## config.mk

```make
export PLATFORM = sky130hd
export DESIGN_NAME = sb_packet_rx
export DESIGN_NICKNAME = d
export VERILOG_FILES = /design/src/rtl/sb_packet_rx.sv
export SDC_FILE = /design/constraint.sdc
export NUM_CORES = 1
export LEC_CHECK = 0
export ABC_AREA = 1
export CAP_MARGIN = 25
export CORE_MARGIN = 3
export CORE_UTILIZATION = 25
export CTS_CLUSTER_SIZE = 8
export DETAILED_ROUTE_END_ITERATION = 12
export PLACE_DENSITY = 0.47
export SYNTH_ARGS = -nofsm -noshare
export SYNTH_HDL_FRONTEND = slang
export SYNTH_SLANG_ARGS = --single-unit
```

## constraint.sdc

```tcl
create_clock -name clk -period 4.6 [get_ports clk]
set_clock_uncertainty 0.2 [all_clocks]
set_input_delay 0.46 -clock clk [delete_from_list [all_inputs] [get_ports clk]]
set_output_delay 0.46 -clock clk [all_outputs]
set_load 0.03 [all_outputs]
```

## src/rtl/sb_packet_rx.sv

```systemverilog
// sb_packet_rx
// Byte-serial receiver and deframer for sideband packets of the form
//   START(A5) Type Size Data[Size] Error END(5A)
// Accepted bytes (in_valid && in_ready) step a single FSM that captures
// the header, payload and error byte, keeps a running XOR checksum and
// presents the finished packet on a valid/ready output.
//
// Ports
//   clk        rising-edge clock
//   rst_n      synchronous active-low reset
//   in_byte    incoming serial byte
//   in_valid   in_byte is valid
//   in_ready   receiver accepts a byte this cycle (low only while holding a packet)
//   pkt_valid  assembled packet is presented
//   pkt_ready  consumer takes the packet
//   pkt_type   Header.Type
//   pkt_size   Header.Size (number of data bytes)
//   pkt_data   payload, byte i in [8i+7:8i], unused bytes zero
//   pkt_error  received Error byte
//   pkt_chk_ok received Error byte equals the computed XOR checksum
//   drop_cnt   malformed frames dropped, saturating at 8'hFF
module sb_packet_rx #(
  parameter logic [7:0] START_BYTE     = 8'hA5,
  parameter logic [7:0] END_BYTE       = 8'h5A,
  parameter int         MAX_DATA_BYTES = 8
) (
  input  logic                          clk,
  input  logic                          rst_n,
  input  logic [7:0]                    in_byte,
  input  logic                          in_valid,
  output logic                          in_ready,
  output logic                          pkt_valid,
  input  logic                          pkt_ready,
  output logic [7:0]                    pkt_type,
  output logic [7:0]                    pkt_size,
  output logic [MAX_DATA_BYTES*8-1:0]   pkt_data,
  output logic [7:0]                    pkt_error,
  output logic                          pkt_chk_ok,
  output logic [7:0]                    drop_cnt
);

  localparam int         IDX_W = (MAX_DATA_BYTES > 1) ? $clog2(MAX_DATA_BYTES) : 1;
  localparam logic [7:0] MAX_B = 8'(MAX_DATA_BYTES);

  typedef enum logic [2:0] {
    S_IDLE, S_TYPE, S_SIZE, S_DATA, S_ERR, S_END, S_HOLD
  } state_t;

  state_t                        r_state;
  logic                          r_in_ready;
  logic                          r_pkt_valid;
  logic [7:0]                    r_type;
  logic [7:0]                    r_size;
  logic [MAX_DATA_BYTES*8-1:0]   r_data;
  logic [7:0]                    r_err;
  logic [7:0]                    r_csum;
  logic                          r_chk_ok;
  logic [7:0]                    r_drop;
  logic [IDX_W-1:0]              r_idx;

  logic                          w_accept;
  logic [7:0]                    w_idx_ext;

  assign w_accept  = in_valid && r_in_ready;
  assign w_idx_ext = 8'(r_idx);

  always_ff @(posedge clk) begin
    if (!rst_n) begin
      r_state     <= S_IDLE;
      r_in_ready  <= 1'b1;
      r_pkt_valid <= 1'b0;
      r_type      <= '0;
      r_size      <= '0;
      r_data      <= '0;
      r_err       <= '0;
      r_csum      <= '0;
      r_chk_ok    <= 1'b0;
      r_drop      <= '0;
      r_idx       <= '0;
    end else begin
      case (r_state)
        S_IDLE: begin
          // Anything other than START while hunting is ignored and not counted.
          if (w_accept && in_byte == START_BYTE) begin
            r_state <= S_TYPE;
            r_csum  <= '0;
            r_data  <= '0;
          end
        end
        S_TYPE: begin
          if (w_accept) begin
            r_type  <= in_byte;
            r_csum  <= r_csum ^ in_byte;
            r_state <= S_SIZE;
          end
        end
        S_SIZE: begin
          if (w_accept) begin
            r_size <= in_byte;
            r_csum <= r_csum ^ in_byte;
            if (in_byte != 8'd0 && in_byte <= MAX_B) begin
              r_state <= S_DATA;
              r_idx   <= '0;
            end else begin
              r_state <= S_IDLE;
              if (r_drop != 8'hFF) r_drop <= r_drop + 8'd1;
            end
          end
        end
        S_DATA: begin
          if (w_accept) begin
            r_data[{r_idx, 3'b000} +: 8] <= in_byte;
            r_csum                       <= r_csum ^ in_byte;
            r_idx                        <= r_idx + 1'b1;
            if (w_idx_ext == r_size - 8'd1) r_state <= S_ERR;
          end
        end
        S_ERR: begin
          if (w_accept) begin
            r_err   <= in_byte;
            r_state <= S_END;
          end
        end
        S_END: begin
          if (w_accept) begin
            if (in_byte == END_BYTE) begin
              // Checksum verdict is registered with pkt_valid so both appear together.
              r_state     <= S_HOLD;
              r_pkt_valid <= 1'b1;
              r_in_ready  <= 1'b0;
              r_chk_ok    <= (r_csum == r_err);
            end else begin
              r_state <= S_IDLE;
              if (r_drop != 8'hFF) r_drop <= r_drop + 8'd1;
            end
          end
        end
        S_HOLD: begin
          // in_ready returns one cycle after the handshake: no comb path from pkt_ready.
          if (pkt_ready) begin
            r_state     <= S_IDLE;
            r_pkt_valid <= 1'b0;
            r_in_ready  <= 1'b1;
          end
        end
        default: begin
          r_state     <= S_IDLE;
          r_pkt_valid <= 1'b0;
          r_in_ready  <= 1'b1;
        end
      endcase
    end
  end

  assign in_ready   = r_in_ready;
  assign pkt_valid  = r_pkt_valid;
  assign pkt_type   = r_type;
  assign pkt_size   = r_size;
  assign pkt_data   = r_data;
  assign pkt_error  = r_err;
  assign pkt_chk_ok = r_chk_ok;
  assign drop_cnt   = r_drop;

endmodule

```

* After elaboration in Yosys (flattened, before gate mapping)
Cells that the tools add are included.
** Storage, ports and cells
- Flip-flop bits (word level) :: 113
- Input bits :: 12
- Output and inout port bits :: 99
- Word-level logic and storage cells :: 101
** Cells by class
- $add $sub $neg :: 4
- Order comparisons :: 1
- Equal/unequal tests :: 24
- Shifts and indexed selects :: 2
- Mux-type cells :: 36
- Bitwise gates (word level) :: 2
- Reductions and logical operators :: 21
** Operator list (number)
- two-way mux 64 bit :: 2
- case mux 64 bit (2 select lines) :: 1
- bitwise mux 64 bit :: 1
- variable shift 8 x 8 -> 64 bit, first input constant :: 1
- indexed part select 8 x 8 -> 64 bit :: 1
- two-way mux 8 bit :: 7
- two-way mux 3 bit :: 12
- case mux 8 bit (2 select lines) :: 2
- != test 2 bit, second input constant :: 12
- case mux 3 bit (7 select lines) :: 1
- == test 3 bit, second input constant :: 3
- AND reduction 3 bit :: 3
- adder 8 x 1 -> 8 bit, second input constant :: 1
- == test 3 x 8 -> 1 bit :: 1
- == test 8 x 7 -> 1 bit, second input constant :: 1
- == test 8 bit :: 1
- == test 8 bit, second input constant :: 1
- <= comparator 8 x 4 -> 1 bit, second input constant :: 1
- != test 8 bit, second input constant :: 1
- negator 6 -> 8 bit :: 1
- AND reduction 4 bit :: 2
- AND reduction 8 bit :: 1
- nonzero test 2 bit :: 4
- nonzero test 8 bit :: 1
- 17 further kinds :: 28

* Logic depth before layout (Yosys ltp)
Gate-level depths: netlist of the first run.
- Depth in word-level cells :: 5
- Mapped depth :: 13
- Depth with buffers taken out :: 13

* Worst setup path before layout of the first run
OpenSTA, ideal clock, no wires.
- Path type :: reg2reg
- From :: reg r_idx[0]
- To :: reg r_data[16], in the netlist pkt_data[16]
- Library setup time :: 0.132 ns
- Arrival :: 1.901 ns
- Data required time :: 4.268 ns
- Setup slack :: 2.367 ns
- Stages on the path, launching flop included :: 10
- Buffers on the path :: 1
- Clock period less this slack :: 2.233 ns
- Cell sequence :: dfxtp_1 inv_1 ha_1 ha_1 clkbuf_2 inv_1 nor3_2 o21ai_4 nand2_1 a21oi_1
** Between the ends
- Cells in the longest elaborated chain, start to end :: 5
- Elaborated cells on any way between the ends :: 6
- Classes of those cells :: add/sub: 1; shift: 2; mux: 3
** RTL lines
- start, declared :: line 59 : logic [IDX_W-1:0] r_idx;
- start signal, assigned :: line 114 : r_idx <= r_idx + 1'b1;
- negator 6 -> 8 bit (*) :: line 112 : r_data[{r_idx, 3'b000} +: 8] <= in_byte;
- indexed part select 8 x 8 -> 64 bit / variable shift 8 x 8 -> 64 bit (equally long branches) :: line 112
- bitwise mux 64 bit (*) :: line 112
- two-way mux 64 bit (*) :: line 111 : if (w_accept) begin
- case mux 64 bit (2 select lines) (*) :: line 81 : case (r_state)
- end signal, assigned by index :: line 112
- end, declared :: line 54 : logic [MAX_DATA_BYTES*8-1:0] r_data;
Mark *: on every way between the ends. The rest lies on a longest branch, timed or not. The select of a mux whose other input is x is not followed.
A chain may end at the register's enable or synchronous reset.

* Worst setup path in the final report of the first run
- From :: reg r_idx[0]
- To :: reg r_data[52], in the netlist pkt_data[52]
The elaborated chain is that of the path after synthesis.

==> metrics.md, run 1 <==
| Metric | Value |
|---|---|
| RSZ-0062 raised after global routing | `false` |
| Area Growth Syn to Fin | `39.9%` |
| Final HPWL DP | `10,800 um` |
| Drt drc | `0` |
| Worst Path Max Fanout | `9` |
| Routed wire length | `roughly 15,000 um` |
| CP startpoint kind | `flip-flop` |
| Endpoints failing hold | `0` |
| Die W | `roughly 150 um` |
| Worst slew margin | `45.2%` |
| Final net count | `791` |
| Post-CTS Hold Buffers | `0` |
| TritonCTS clock tree | `done` |
| Yosys warns | `0` |
| Fin area | `between 6000 and 7000 um2` |
| Cts repair resizes | `0` |
| Switch share | `between 20% and 30%` |
| Worst skew pair latency | `between 0.4 and 0.5 ns` |
| TritonCTS buffer count | `17` |
| Detail Route Antenna Nets | `0` |
| Post-synthesis xor/xnor area fraction | `2.67%` |
| Worst Reg-to-Reg Cells | `9` |
| Initial antenna violation count | `0` |
| Count of different cell masters after synthesis | `35` |
| Total die area | `~21,000 um2` |
| Comb power frac | `about 6%` |
| Synthesized net count | `about 680` |
| Tightest Hold Check Type | `flip-flop to flip-flop` |
| Largest net degree at the start of global routing | `slightly below 80` |
| Post-layout power | `2.52 mW` |
| Die Y | `approximately 150 um` |
| Diode count | `0` |
| Num Clock Sinks | `113` |
| Post-route setup TNS | `0 ns` |
| Largest family of logic cells by synthesized area | `simple AND/OR/NAND/NOR gates` |
| Yosys reg bits | `113` |
| Count of final setup violators | `0` |
| All-Layer GR Usage | `14.7%` |
| Multi-input logic area | `2370 um2` |
| Kind of critical path | `flip-flop to flip-flop` |
| CP Cell Sequence | `inv_1 > ha_1 > ha_1 > inv_1 > nand3_1 > nor3_2 > o21ai_4 > nand2_1 > a21oi_1` |
| # H-tree levels | `4` |
| Boundary Pins | `111` |
| Core Region | `19,000 um2` |
| Most frequent cells in the layout | `nand2_1 (200), a21oi_1 (113), dfxtp_1 (113)` |
| P_leak | `2.48 nW` |
| Share of layout cells above drive strength 1 | `9.15%` |
| Rows | `50` |
| R2R Setup Slk | `2.00 ns` |
| Mapped Area | `between 4000 and 5000 um2` |
| Post-CTS setup buffers | `0` |
| Pins Over Slew Limit | `0` |
| Arrival time worst endpoint | `between 2 and 3 ns` |
| Synth Area in Simple Gates | `between 20 and 30%` |
| CP delay by family, top | `simple AND/OR/NAND/NOR gates` |
| WL/cell | `14.8 um` |
| Peak supply drop | `~0.23 mV` |
| Storage cell area | `2260 um2` |
| Part of the power in registers | `39.9%` |
| Clock share of power | `between 50% and 60%` |
| Run status | `finished clean` |
| Slowest Stage Delay on Critical Path | `about 0.60 ns` |
| GPL Wtd Cong | `0.808` |
| Starting Density | `25.9%` |
| Via density | `between 4 and 5` |
| Reg clk slew, reported paths | `~0.06 ns` |
| Placed inst area | `~6300 um2` |
| Maxcap violations | `0` |
| Ratio of final minimum period to clock period | `between 50 and 60%` |
| Clock buffer depth | `2` |
| Fillers | `2,008` |
| Crit path buf inv count | `2` |
| Vias in the first global route | `roughly 4,500` |
| Hold Path Cell Cnt | `2` |
| P_sw | `between 500 and 600 uW` |
| IO Port Bufs | `110` |
| Layout Cells excl Fill | `1,047` |
| Worst r2r src | `r_idx[0]` |
| Global-route wire length before repair | `24,700 um` |
| Worst endpoint required time | `4.66 ns` |
| Synth Area in Compound Gates | `between 10% and 20%` |
| Minimum clock period | `between 2 and 3 ns` |
| Most common cell after layout, fill and taps aside | `nand2_1` |
| DP Cell Count | `1,015` |
| PwrDens | `366 nW/um2` |
| GR Overflow Total | `0` |
| Worst hold margin | `between 0.2 and 0.3 ns` |
| Critical path's slowest cell | `nor3_2` |
| Avg Cell Area, Syn | `~7.5 um2` |
| Worst setup EP type | `flip-flop` |
| Adder-cell share of the synthesized area | `1.27%` |
| Worst Min Path Start | `pkt_data[50]` |
| Gate Count Post-Synth | `between 600 and 700` |
| Initial DRC Count | `253` |
| F_max | `about 390 MHz` |
| Mux cell area share after synthesis | `0%` |
| End of the worst hold path | `pkt_data[50]` |
| Vias after detailed routing | `between 4,000 and 5,000` |
| DRT Pass-1 Iters | `4` |
| Register area share after synthesis | `45.9%` |
| Worst R2R End | `pkt_data[52]` |
| Clock Root Buffer | `clkbuf_16` |
| Internal power | `1.93 mW` |
| Slew @ Worst Pin | `0.821 ns` |
==> how the worst max path moves through the flow <==
stage	startpoint	endpoint	slack, ns	cells after the start
6_report	r_idx[0]	pkt_data[52]	2.00	9
5_1_grt	r_idx[0]	pkt_data[4]	1.73	9
4_1_cts	r_idx[0]	pkt_data[22]	1.98	8
3_5_place_dp	in_byte[3]	pkt_data[61]	1.73	9
3_3_place_gp	in_byte[5]	pkt_data[58]	1.79	8
2_1_floorplan	r_idx[0]	pkt_data[16]	2.37	9
==> power by group through the flow <==
stage | combinational [mW] | sequential, mW | clock (mW)
3_5_place_dp | 0.157 | 1.03 | 0
3_3_place_gp | 0.158 | 1.03 | 0
2_1_floorplan | 0.0861 | 1.04 | 0
5_1_grt | 0.173 | 1.01 | 1.43
4_1_cts | 0.157 | 1.01 | 1.40
6_report | 0.155 | 1.01 | 1.36
==> cells by family after synthesis <==
group / count (synthesis)
AO/OA/AOI/OAI: 154
XOR/XNOR: 15
adder cells (fa/ha/maj): 5
buffers and inverters: 72
flip-flops: 113
AND/OR/NAND/NOR: 302
==> cells in the mapped netlist, drive strengths merged <==
master | count | area [um2]
inv | 52 | 195
nor3 | 11 | 70.1
nand3 | 20 | 113
ha | 5 | 62.6
xor2 | 3 | 26.3
o21ai | 40 | 272
dfxtp | 113 | 2260
xnor2 | 12 | 105
and3 | 5 | 31.3
clkbuf | 13 | 50.0
nand3b | 3 | 22.5
buf | 5 | 38.8
nand2 | 208 | 816
nand4 | 9 | 56.3
a21oi | 113 | 566
or2 | 4 | 25.0
nor2 | 42 | 198
o211ai | 1 | 7.51
clkinv | 2 | 8.75
==> sequential cells by signal (all words and copies together) (netlist names) <==
signal	count
drop_cnt	8
pkt_size	8
pkt_valid	1
pkt_type	8
pkt_data	64
r_state	3
pkt_chk_ok	1
r_csum	8
pkt_error	8
r_idx	3
in_ready	1
==> per-layer routing <==
metal	global-route usage, %	vias to the layer above	share of wire, %
li1	-	2387	-
met1	19.8	2078	48
met2	23.3	82	48
met3	3.41	6	3.0
met4	4.84	0	0.66
met5	0	-	0
==> tightest hold or removal path, stage by stage (launching register included) <==
cell	delay (ns)
dfxtp_1	0.31
nand2_1	0.06
a21oi_1	0.05
==> area by class of cell <==
cell class	instances	share of cell area (%)
clock buffer	19	6.57
multi-input combinational	476	34.4
sequential	113	32.8
timing repair buffer	112	16.2
tap	260	4.72
inverter	54	2.96
clock inverter	13	2.32
==> per-stage QoR <==
step	worst slack, ns	util, %
floorplan	2.37	-
global placement	1.79	33.0
detailed placement	1.73	33.0
CTS	1.98	36.2
global route	1.73	36.2
finish	2.00	36.2
No activity file was read; power rests on OpenSTA's default activity.
==> run 2: changes to the inputs <==
==> constraint.sdc (replaced) <==
create_clock -name clk -period 2.5 [get_ports clk]
set_clock_uncertainty 0.2 [all_clocks]
set_input_delay 0.25 -clock clk [delete_from_list [all_inputs] [get_ports clk]]
set_output_delay 0.25 -clock clk [all_outputs]
set_load 0.03 [all_outputs]
==> run 2 against run 1 <==
Effect of this change:
- non-clock buffer count up 31
- first-iteration DRC count grew 15%
- die area is the same
- critical endpoint is now pkt_data[3]
- largest cell class unchanged
==> metrics.md, run 2 (synthesis results as in run 1) <==
| Metric | Value |
|---|---|
| Area Growth Syn to Fin | `45.5%` |
| Minimum clock period | `2.16 ns (-0.441 ns)` |
| Largest net degree at the start of global routing | `38 (-51%)` |
| CP Cell Sequence | `inv_1 > ha_1 > ha_1 > inv_1 > nand4_1 > clkinv_1 > o21ai_2 > nand2_1 > a21oi_1` |
| GPL Wtd Cong | `0.769 (-4.9%)` |
| Final net count | `822 (+3.9%)` |
| Layout Cells excl Fill | `1,077 (+2.9%)` |
| Peak supply drop | `0.408 mV (+78%)` |
| Part of the power in registers | `39.0% (-0.9 points)` |
| Run status | `finished clean` |
| Cts repair resizes | `0 (unchanged)` |
| Worst R2R End | `pkt_data[3]` |
| Post-route setup TNS | `0 ns (unchanged)` |
| Arrival time worst endpoint | `2.30 ns (-0.35 ns)` |
| Reg clk slew, reported paths | `0.05 ns (about the same)` |
| Most frequent cells in the layout | `nand2_1 (200), a21oi_1 (113), dfxtp_1 (113)` |
| Clock buffer depth | `2 (unchanged)` |
| Internal power | `3.68 mW (+91%)` |
| GR Overflow Total | `0 (unchanged)` |
| Worst Path Max Fanout | `8 (-1)` |
| P_sw | `1.07 mW (+80%)` |
| Post-CTS setup buffers | `0 (unchanged)` |
| Fin area | `7160 um2 (+4.0%)` |
| CP startpoint kind | `flip-flop` |
| Final Util | `37.7% (+1.4 points)` |
| Vias after detailed routing | `4,733 (+4.0%)` |
| Worst hold margin | `0.258 ns (-0.00168 ns)` |
| Drt drc | `0 (unchanged)` |
| Placed inst area | `6540 um2 (+4.1%)` |
| Final HPWL DP | `11,200 um (+3.7%)` |
| Worst Reg-to-Reg Cells | `9 (unchanged)` |
| Kind of critical path | `flip-flop to flip-flop` |
| Clock Root Buffer | `clkbuf_16` |
| Setup WS pre-CTS | `0.128 ns (-1.60 ns)` |
| TritonCTS buffer count | `17 (unchanged)` |
| Worst skew pair latency | `0.41 ns (about the same)` |
| DP Cell Count | `1,046 (+3.1%)` |
| Worst slew margin | `58.3% (+13 points)` |
| Num Clock Sinks | `113 (unchanged)` |
| Worst Min Path Start | `pkt_valid` |
| Worst setup EP type | `flip-flop` |
| Rows | `50 (unchanged)` |
| Share of layout cells above drive strength 1 | `12.2% (+3.1 points)` |
| Die W | `146 um (unchanged)` |
| Clock share of power | `54.6% (+0.7 points)` |
| Detail Route Antenna Nets | `0 (unchanged)` |
| Count of final setup violators | `0 (unchanged)` |
| Critical path's slowest cell | `ha_1` |
| Initial DRC Count | `290 (+15%)` |
| P_leak | `2.65 nW (+7.1%)` |
| Switch share | `22.6% (-1.1 points)` |
| Initial antenna violation count | `0 (unchanged)` |
| Worst r2r src | `r_idx[0]` |
| Final Worst Setup Slack | `0.344 ns (-1.66 ns)` |
| End of the worst hold path | `pkt_valid` |
| RSZ-0062 raised after global routing | `false` |
| TritonCTS clock tree | `done` |
| F_max | `464 MHz (+20%)` |
| Boundary Pins | `111 (unchanged)` |
| Total die area | `21,400 um2 (unchanged)` |
| Slowest Stage Delay on Critical Path | `0.37 ns (-0.23 ns)` |
| Starting Density | `25.9% (unchanged)` |
| Via density | `4.39 (+1.1%)` |
| Endpoints failing hold | `0 (unchanged)` |
| Hold Path Cell Cnt | `2 (unchanged)` |
| Pins Over Slew Limit | `0 (unchanged)` |
| DRT Pass-1 Iters | `5 (+1)` |
| Vias in the first global route | `4,677 (+4.9%)` |
| Worst endpoint required time | `2.65 ns (-2.01 ns)` |
| Maxcap violations | `0 (unchanged)` |
| All-Layer GR Usage | `15.0% (+0.34 points)` |
| PwrDens | `663 nW/um2 (+81%)` |
| R2R Setup Slk | `0.34 ns (-1.66 ns)` |
| # H-tree levels | `4 (unchanged)` |
| Diode count | `0 (unchanged)` |
| Post-layout power | `4.75 mW (+88%)` |
| Comb power frac | `6.4% (+0.3 points)` |
| WL/cell | `14.6 um (-1.3%)` |
| Die Y | `146 um (unchanged)` |
| Tightest Hold Check Type | `flip-flop to flip-flop` |
| Ratio of final minimum period to clock period | `86.2% (+30 points)` |
| Largest register FFs | `64 (unchanged)` |
| Post-CTS Hold Buffers | `0 (unchanged)` |
| Global-route wire length before repair | `25,500 um (+3.3%)` |
| Slew @ Worst Pin | `0.625 ns (-0.196 ns)` |
| Most common cell after layout, fill and taps aside | `nand2_1` |
| IO Port Bufs | `110 (unchanged)` |
| Routed wire length | `15,700 um (+1.5%)` |
| Core Region | `19,000 um2 (unchanged)` |
run 2: layout make-up:
cell class                 instances  area, um2
clock inverter                     9        155
fill                            2027      11900
inverter                          54        204
multi-input combinational        476       2370
sequential                       113       2260
tap                              260        325
clock buffer                      22        474
timing repair buffer             143       1370
run 2: worst max-delay path: cells and delay by family (launching register included):
family	cells	cell delay (ns)
adders and majority gates	2	0.59
and+or+nand+nor	2	0.20
AOI/OAI and AO/OA	2	0.48
DFF	1	0.32
buffers and inverters	3	0.29
run 2: routing by layer:
layer | global-route usage, % | share of wire, %
met3 | 3.91 | 4.0
met4 | 4.56 | 1.4
met5 | 0 | 0
met2 | 23.9 | 47
met1 | 20.1 | 47
run 2: power groups by stage:
| stage | Sequential [mW] | Combinational (mW) | Clock (mW) |
|---|---|---|---|
| 2_1_floorplan | 1.91 | 0.158 | 0 |
| 3_3_place_gp | 1.89 | 0.308 | 0 |
| 3_5_place_dp | 1.89 | 0.306 | 0 |
| 4_1_cts | 1.85 | 0.307 | 2.65 |
| 5_1_grt | 1.85 | 0.340 | 2.73 |
| 6_report | 1.85 | 0.306 | 2.59 |
run 2: how the worst max path moves through the flow:
stage                          start           end  slack, ns  depth (start not counted)
final                       r_idx[0]   pkt_data[3]       0.34                          9
after global routing        r_idx[0]   pkt_data[5]       0.13                          9
after CTS                   r_idx[0]   pkt_data[0]       0.33                          9
after detailed placement  in_byte[5]   drop_cnt[1]       0.13                          7
after global placement    in_byte[5]   drop_cnt[1]       0.11                          7
after floorplan             r_idx[0]  pkt_data[16]       0.27                          9
